--- config.mk ---
export PLATFORM = sky130hd
export DESIGN_NAME = sme_param
export DESIGN_NICKNAME = d
export VERILOG_FILES = /design/src/rtl/sme_param.sv
export SDC_FILE = /design/constraint.sdc
export NUM_CORES = 1
export LEC_CHECK = 0
export BUFFER_PORTS_ARGS = -buffer_cell sky130_fd_sc_hd__buf_2
export CAP_MARGIN = 5
export CELL_PAD_IN_SITES_DETAIL_PLACEMENT = 0
export CELL_PAD_IN_SITES_GLOBAL_PLACEMENT = 2
export CORE_MARGIN = 3
export CORE_UTILIZATION = 35
export CTS_CLUSTER_DIAMETER = 60
export DETAILED_ROUTE_END_ITERATION = 8
export PLACE_DENSITY_LB_ADDON = 0.1
export SKIP_LAST_GASP = 1
export SYNTH_ARGS = -nofsm -noshare
export SYNTH_HDL_FRONTEND = slang
export SYNTH_SLANG_ARGS = --single-unit
--- constraint.sdc ---
create_clock -name clk -period 11.32 [get_ports clk]
set_input_delay 2.264 -clock clk [delete_from_list [all_inputs] [get_ports clk]]
set_output_delay 2.264 -clock clk [all_outputs]
set_load 0.02 [all_outputs]
--- src/rtl/sme_param.sv ---
// Parametrised string matcher: stores a string and a pattern from one byte stream and
// finds the leftmost match, supporting ^, $, . and a single * operator.
module sme_param #(
    parameter int DATA_W    = 8,
    parameter int STR_DEPTH = 32,
    parameter int PAT_DEPTH = 8,
    parameter int IDX_W     = $clog2(STR_DEPTH)
) (
    input  logic              clk,
    input  logic              reset,
    input  logic [DATA_W-1:0] chardata,
    input  logic              isstring,
    input  logic              ispattern,
    output logic              valid,
    output logic              match,
    output logic [IDX_W-1:0]  match_index,
    output logic              overflow,
    output logic              busy
);
    localparam int PA_W = $clog2(PAT_DEPTH);
    localparam int PI_W = PA_W + 1;
    localparam logic [IDX_W:0] STR_LEN_MAX = (IDX_W+1)'(STR_DEPTH);
    localparam logic [PI_W-1:0] PAT_LEN_MAX = PI_W'(PAT_DEPTH);
    localparam logic [DATA_W-1:0] CH_SPACE  = DATA_W'(8'h20);
    localparam logic [DATA_W-1:0] CH_DOLLAR = DATA_W'(8'h24);
    localparam logic [DATA_W-1:0] CH_STAR   = DATA_W'(8'h2A);
    localparam logic [DATA_W-1:0] CH_DOT    = DATA_W'(8'h2E);
    localparam logic [DATA_W-1:0] CH_CARET  = DATA_W'(8'h5E);

    typedef enum logic [2:0] {
        S_IDLE, S_LOAD_S, S_LOAD_P, S_SPLIT, S_HEAD, S_TAIL, S_DONE
    } state_t;

    state_t state_reg, state_next;
    logic [IDX_W:0]     str_len_reg, str_len_next;
    logic [PI_W-1:0]    pat_len_reg, pat_len_next;
    logic [IDX_W:0]     s_reg, s_next;
    logic [IDX_W:0]     k_reg, k_next;
    logic [IDX_W:0]     p_reg, p_next;
    logic [PI_W-1:0]    j_reg, j_next;
    logic [PI_W-1:0]    head_len_reg, head_len_next;
    logic               has_star_reg, has_star_next;
    logic               str_ovf_reg, str_ovf_next;
    logic               pat_ovf_reg, pat_ovf_next;
    logic               valid_reg, valid_next;
    logic               match_reg, match_next;
    logic [IDX_W-1:0]   match_index_reg, match_index_next;
    logic               busy_reg, busy_next;
    logic               isstring_d_reg;

    logic [DATA_W-1:0]  str_mem [STR_DEPTH];
    logic [DATA_W-1:0]  pat_mem [PAT_DEPTH];
    logic               str_we, pat_we;
    logic [IDX_W-1:0]   str_waddr;
    logic [PA_W-1:0]    pat_waddr;
    logic [IDX_W:0]     str_base;
    logic [PI_W-1:0]    pat_base;
    logic               load_str, pat_start, pat_app;

    logic [PAT_DEPTH-1:0] is_star;
    logic                 star_found;
    logic [PI_W-1:0]      star_pos;

    logic [DATA_W-1:0]  cur_elem, str_at_k, str_before_k;
    logic [IDX_W-1:0]   k_prev_idx;
    logic               k_lt_l, elem_ok, elem_consume;
    logic [IDX_W-1:0]   idx_now;

    always_ff @(posedge clk) begin
        if (str_we) str_mem[str_waddr] <= chardata;
        if (pat_we) pat_mem[pat_waddr] <= chardata;
    end

    // Only the first '*' inside the loaded pattern acts as the operator.
    genvar gi;
    generate
        for (gi = 0; gi < PAT_DEPTH; gi++) begin : g_star
            assign is_star[gi] = (pat_mem[gi] == CH_STAR) && (PI_W'(gi) < pat_len_reg);
        end
    endgenerate

    always_comb begin
        star_found = 1'b0;
        star_pos   = pat_len_reg;
        for (int i = PAT_DEPTH - 1; i >= 0; i--) begin
            if (is_star[i]) begin
                star_found = 1'b1;
                star_pos   = PI_W'(i);
            end
        end
    end

    // Evaluate the current pattern element at string position k.
    always_comb begin
        cur_elem     = pat_mem[j_reg[PA_W-1:0]];
        str_at_k     = str_mem[k_reg[IDX_W-1:0]];
        k_prev_idx   = k_reg[IDX_W-1:0] - IDX_W'(1);
        str_before_k = str_mem[k_prev_idx];
        k_lt_l       = (k_reg < str_len_reg);
        elem_ok      = 1'b0;
        elem_consume = 1'b0;
        case (cur_elem)
            CH_CARET:  elem_ok = (k_reg == '0) || (str_before_k == CH_SPACE);
            CH_DOLLAR: elem_ok = (k_reg == str_len_reg) || (k_lt_l && (str_at_k == CH_SPACE));
            CH_DOT: begin
                elem_ok      = k_lt_l;
                elem_consume = 1'b1;
            end
            default: begin
                elem_ok      = k_lt_l && (str_at_k == cur_elem);
                elem_consume = 1'b1;
            end
        endcase
        idx_now = (head_len_reg == '0) ? '0 : s_reg[IDX_W-1:0];
    end

    always_comb begin
        state_next       = state_reg;
        str_len_next     = str_len_reg;
        pat_len_next     = pat_len_reg;
        s_next           = s_reg;
        k_next           = k_reg;
        p_next           = p_reg;
        j_next           = j_reg;
        head_len_next    = head_len_reg;
        has_star_next    = has_star_reg;
        str_ovf_next     = str_ovf_reg;
        pat_ovf_next     = pat_ovf_reg;
        match_next       = match_reg;
        match_index_next = match_index_reg;
        str_we           = 1'b0;
        pat_we           = 1'b0;
        str_waddr        = '0;
        pat_waddr        = '0;
        str_base         = isstring_d_reg ? str_len_reg : '0;
        pat_base         = '0;

        load_str  = ((state_reg == S_IDLE) || (state_reg == S_LOAD_S)) && isstring;
        pat_start = ((state_reg == S_IDLE) || (state_reg == S_LOAD_S)) && !isstring && ispattern;
        pat_app   = (state_reg == S_LOAD_P) && ispattern;

        // A string restarts only on an isstring rising edge; otherwise it extends.
        if (load_str) begin
            if (!isstring_d_reg) str_ovf_next = 1'b0;
            if (str_base < STR_LEN_MAX) begin
                str_we       = 1'b1;
                str_waddr    = str_base[IDX_W-1:0];
                str_len_next = str_base + 1'b1;
            end else begin
                str_len_next = str_base;
                str_ovf_next = 1'b1;
            end
        end
        if (pat_start || pat_app) begin
            pat_base = pat_start ? '0 : pat_len_reg;
            if (pat_start) pat_ovf_next = 1'b0;
            if (pat_base < PAT_LEN_MAX) begin
                pat_we       = 1'b1;
                pat_waddr    = pat_base[PA_W-1:0];
                pat_len_next = pat_base + 1'b1;
            end else begin
                pat_len_next = pat_base;
                pat_ovf_next = 1'b1;
            end
        end

        case (state_reg)
            S_IDLE: begin
                if (load_str)       state_next = S_LOAD_S;
                else if (pat_start) state_next = S_LOAD_P;
            end
            S_LOAD_S: begin
                if (pat_start)      state_next = S_LOAD_P;
                else if (!isstring) state_next = S_IDLE;
            end
            S_LOAD_P: begin
                if (!ispattern) state_next = S_SPLIT;
            end
            S_SPLIT: begin
                head_len_next = star_pos;
                has_star_next = star_found;
                s_next        = '0;
                k_next        = '0;
                j_next        = '0;
                if (str_ovf_reg || pat_ovf_reg) begin
                    match_next       = 1'b0;
                    match_index_next = '0;
                    state_next       = S_DONE;
                end else begin
                    state_next = S_HEAD;
                end
            end
            S_HEAD: begin
                if (j_reg == head_len_reg) begin
                    if (has_star_reg) begin
                        p_next     = k_reg;
                        j_next     = head_len_reg + 1'b1;
                        state_next = S_TAIL;
                    end else begin
                        match_next       = 1'b1;
                        match_index_next = idx_now;
                        state_next       = S_DONE;
                    end
                end else if (elem_ok) begin
                    j_next = j_reg + 1'b1;
                    k_next = k_reg + {{IDX_W{1'b0}}, elem_consume};
                end else if (s_reg == str_len_reg) begin
                    match_next       = 1'b0;
                    match_index_next = '0;
                    state_next       = S_DONE;
                end else begin
                    s_next = s_reg + 1'b1;
                    k_next = s_reg + 1'b1;
                    j_next = '0;
                end
            end
            S_TAIL: begin
                // A later head start could only move e right, so failure here is final.
                if (j_reg == pat_len_reg) begin
                    match_next       = 1'b1;
                    match_index_next = idx_now;
                    state_next       = S_DONE;
                end else if (elem_ok) begin
                    j_next = j_reg + 1'b1;
                    k_next = k_reg + {{IDX_W{1'b0}}, elem_consume};
                end else if (p_reg == str_len_reg) begin
                    match_next       = 1'b0;
                    match_index_next = '0;
                    state_next       = S_DONE;
                end else begin
                    p_next = p_reg + 1'b1;
                    k_next = p_reg + 1'b1;
                    j_next = head_len_reg + 1'b1;
                end
            end
            S_DONE:  state_next = S_IDLE;
            default: state_next = S_IDLE;
        endcase

        valid_next = (state_next == S_DONE);
        busy_next  = (state_next == S_SPLIT) || (state_next == S_HEAD) || (state_next == S_TAIL);
    end

    always_ff @(posedge clk or negedge reset) begin
        if (!reset) begin
            state_reg       <= S_IDLE;
            str_len_reg     <= '0;
            pat_len_reg     <= '0;
            s_reg           <= '0;
            k_reg           <= '0;
            p_reg           <= '0;
            j_reg           <= '0;
            head_len_reg    <= '0;
            has_star_reg    <= 1'b0;
            str_ovf_reg     <= 1'b0;
            pat_ovf_reg     <= 1'b0;
            valid_reg       <= 1'b0;
            match_reg       <= 1'b0;
            match_index_reg <= '0;
            busy_reg        <= 1'b0;
            isstring_d_reg  <= 1'b0;
        end else begin
            state_reg       <= state_next;
            str_len_reg     <= str_len_next;
            pat_len_reg     <= pat_len_next;
            s_reg           <= s_next;
            k_reg           <= k_next;
            p_reg           <= p_next;
            j_reg           <= j_next;
            head_len_reg    <= head_len_next;
            has_star_reg    <= has_star_next;
            str_ovf_reg     <= str_ovf_next;
            pat_ovf_reg     <= pat_ovf_next;
            valid_reg       <= valid_next;
            match_reg       <= match_next;
            match_index_reg <= match_index_next;
            busy_reg        <= busy_next;
            isstring_d_reg  <= isstring;
        end
    end

    assign valid       = valid_reg;
    assign match       = match_reg;
    assign match_index = match_index_reg;
    assign overflow    = str_ovf_reg | pat_ovf_reg;
    assign busy        = busy_reg;

endmodule

==> metrics.md <==
| Metric | Value |
|---|---|
| Crit path time final | 6.20 ns |
| Final Setup Violations | 0 |
| Tot GR Track Use | 0.206 |
| Wire length per cell | 27.7 um |
| Row cnt | 82 |
| Clock transition at the registers of the reported paths | 0.05 ns |
| Power Dens Cells | 213 nW/um2 |
| Footprint of the multi-input gates | 6500 um2 |
| Slowest CP cell | dfrtp_4 |
| Layout Nets | 1,297 |
| Die Y | 232 um |
| Ant diodes | 0 |
| Smallest hold slack | 0.503 ns |
| Hold bufs inserted after CTS | 0 |
| Clock Sinks | 371 |
| Area Growth Syn to Fin | 12.2% |
| CTS buffer count | 46 |
| Gpl congestion | 0.828 |
| Final Non-Filler Cells | 1,976 |
| Post-DP HPWL | 37,700 um |
| DRT Pass-1 Iters | 5 |
| Period utilisation layout | 0.547 |
| Cts repair resizes | 0 |
| Post-synthesis sequential area ratio | 0.609 |
| Max IR drop VDD | 0.000108 V |
| Distinct cells, synth | 83 |
| Worst-case clock buffer depth | 3 |
| WL final | 54,800 um |
| Final hold vios | 0 |
| Mapped cell area | 17,900 um2 |
| Adder-cell area share of the yosys netlist | 0.0126 |
| Die Area | 53,800 um2 |
| Share of synthesized area spent on multiplexers | 0.131 |
| Largest net degree at the start of global routing | 59 |
| First-pass GRT wire length | 81,400 um |
| Port buffer count | 20 |
| Critical path class | reg2reg |
| Utilization after layout | 0.399 |
| Largest family of logic cells by synthesized area | multiplexers |
| Leak | 6.48 nW |
| Worst slew pin tran | 1.24 ns |
| Core Region | 50,300 um2 |
| Critical Path End Type | flip-flop |
| Syn nets | 1,281 |
| Total setup buffers inserted after CTS | 0 |
| Most frequent cells in the layout | edfxtp_1 (320), nor2_1 (88), nand2_1 (72), mux4_2 (70), mux2i_1 (62) |
| Register area | 10,900 um2 |
| Remaining antenna violation count | 0 |
| Synth Area in Simple Gates | 0.121 |
| RSZ-0062 raised after global routing | no |
| Peak Freq | 0.161 GHz |
| CP Launch Type | flip-flop |
| Status | completed |
| Commonest non-fill, non-tap cell in the layout | edfxtp_1 |
| Root buffer cell | clkbuf_16 |
| Layout Skew | 0.0110 ns |
| Initial antenna violation count | 2 |
| Starting DRT DRC Count | 928 |
| Ys async rst share | 0.137 |
| Xor/xnor cell area share of the yosys netlist | 0.0216 |
| Die width | 232 um |
| Crit-path max cell delay | 0.97 ns |
| Vias in the first global route | 11,500 |
| Top FF cell, synth | edfxtp_1 |
| Synthesis Warnings | 0 |
| DRC violations left | 0 |
| Cells after DPL | 1,891 |
| Data arrival, critical path | 6.71 ns |
| Worst slew margin | 0.169 |
| Yosys reg bits | 371 |
| Synthesized area per cell | 14.3 um2 |
| Biggest register | str_mem |
| Clk_lat worst skew | 0.58 ns |
| I/O pin cnt | 21 |
| CTS tree | built |
| GR Overflow Total | 0 |
| CP cell instances | clkinv_1 > ha_1 > xor2_1 > mux4_2 > a21oi_1 > nor4_1 > o211ai_1 > nand3_2 > or2_1 > a2111oi_2 > a211o_1 |
| Final Max Slew Viols | 0 |
| Setup TNS | 0 ns |
| Worst hold path class | reg2reg |
| Starting Density | 0.355 |
| Vias | 11,400 |
| Max-Cap Viols | 0 |
| Synth Area in Compound Gates | 0.0769 |
| Biggest registers after layout | str_mem: 256 flops, pat_mem: 64 flops |
| Max reg flops | 256 |
| Fillers | 4,688 |
| Crit path required time | 11.83 ns |
| Cell count after synthesis | 1,251 |
| Routed vias/inst | 5.76 |
| Post-synth EDFFs | 320 |
| Fraction of layout cells with a size suffix above 1 | 0.161 |
| CTS H-tree depth | 2 |
| Largest fanout on the critical path | 50 |
## layout make-up
type | instances | area share
Timing Repair Buffer | 33 | 0.00986
Clock inverter | 28 | 0.0136
Clock buffer | 57 | 0.0621
Multi-Input combinational cell | 791 | 0.324
Inverter | 24 | 0.00449
Sequential cell | 371 | 0.544
Tap cell | 672 | 0.0420
## layer usage
metal / routed length [um] / global-route usage / vias up
met3: 3000 / 0.0286 / 61
met1: 26100 / 0.310 / 5918
li1: - / - / 5029
met4: 977 / 0.0507 / 2
met2: 24700 / 0.315 / 364
met5: 10 / 0 / -
## synthesized netlist by cell type, types with 23 or more instances
cell type	count	share of area
a21oi_1	39	0.011
clkbuf_1	33	0.0069
dfrtp_1	51	0.071
edfxtp_1	320	0.54
mux2i_1	62	0.035
mux4_2	70	0.088
nand2_1	72	0.015
nand3_1	51	0.014
nor2_1	88	0.018
nor4_1	28	0.0098
nor4b_1	33	0.016
o21ai_0	33	0.0092
xnor2_1	23	0.011
## critical path, delay by kind of cell (launching register included)
kind	cells	cell delay (ns)
buffers and inverters	1	0.79
AO/OA/AOI/OAI	4	1.02
flip-flops	1	0.97
multiplexers	1	0.61
AND/OR/NAND/NOR	3	1.21
adder cells (fa/ha/maj)	1	0.60
XOR/XNOR	1	0.87
## stage by stage
step           power (mW)  instance area [um2]  setup WS, ns
4_1_cts              4.32                20000          5.05
2_1_floorplan        2.48                17900          6.71
3_3_place_gp         2.84                18500          5.24
6_report             4.27                20000          5.12
3_5_place_dp         2.84                18500          5.08
5_1_grt              4.48                20000          4.53
## logic make-up after synthesis
family                   Yosys count
multiplexers                     144
buffers and inverters             89
adder cells (fa/ha/maj)           18
XOR/XNOR                          44
AND/OR/NAND/NOR                  390
flip-flops                       371
AO/OA/AOI/OAI                    195
## final timing paths
path                                             from                    endpoint  slack (ns)  depth (start not counted)
setup / recovery                 k_reg[0]$_DFFE_PN0P_        j_reg[0]$_DFFE_PN0P_        5.12                         11
hold / removal             match_index[4]$_DFFE_PN0P_  match_index[4]$_DFFE_PN0P_        0.50                          1
setup reg to reg                 k_reg[0]$_DFFE_PN0P_        j_reg[0]$_DFFE_PN0P_        5.12                         11
hold reg to reg            match_index[4]$_DFFE_PN0P_  match_index[4]$_DFFE_PN0P_        0.50                          1
max in group asynchronous                       reset        k_reg[0]$_DFFE_PN0P_        8.93                          2
min in group asynchronous                       reset        s_reg[4]$_DFFE_PN0P_        1.84                          2
## report_power, final
group / leakage, nW / internal (mW) / switching, mW
Clock: 0.747 / 0.877 / 0.590
Combinational: 2.18 / 0.429 / 0.666
Sequential: 3.56 / 1.57 / 0.143
(Power assumes the default switching activity.)
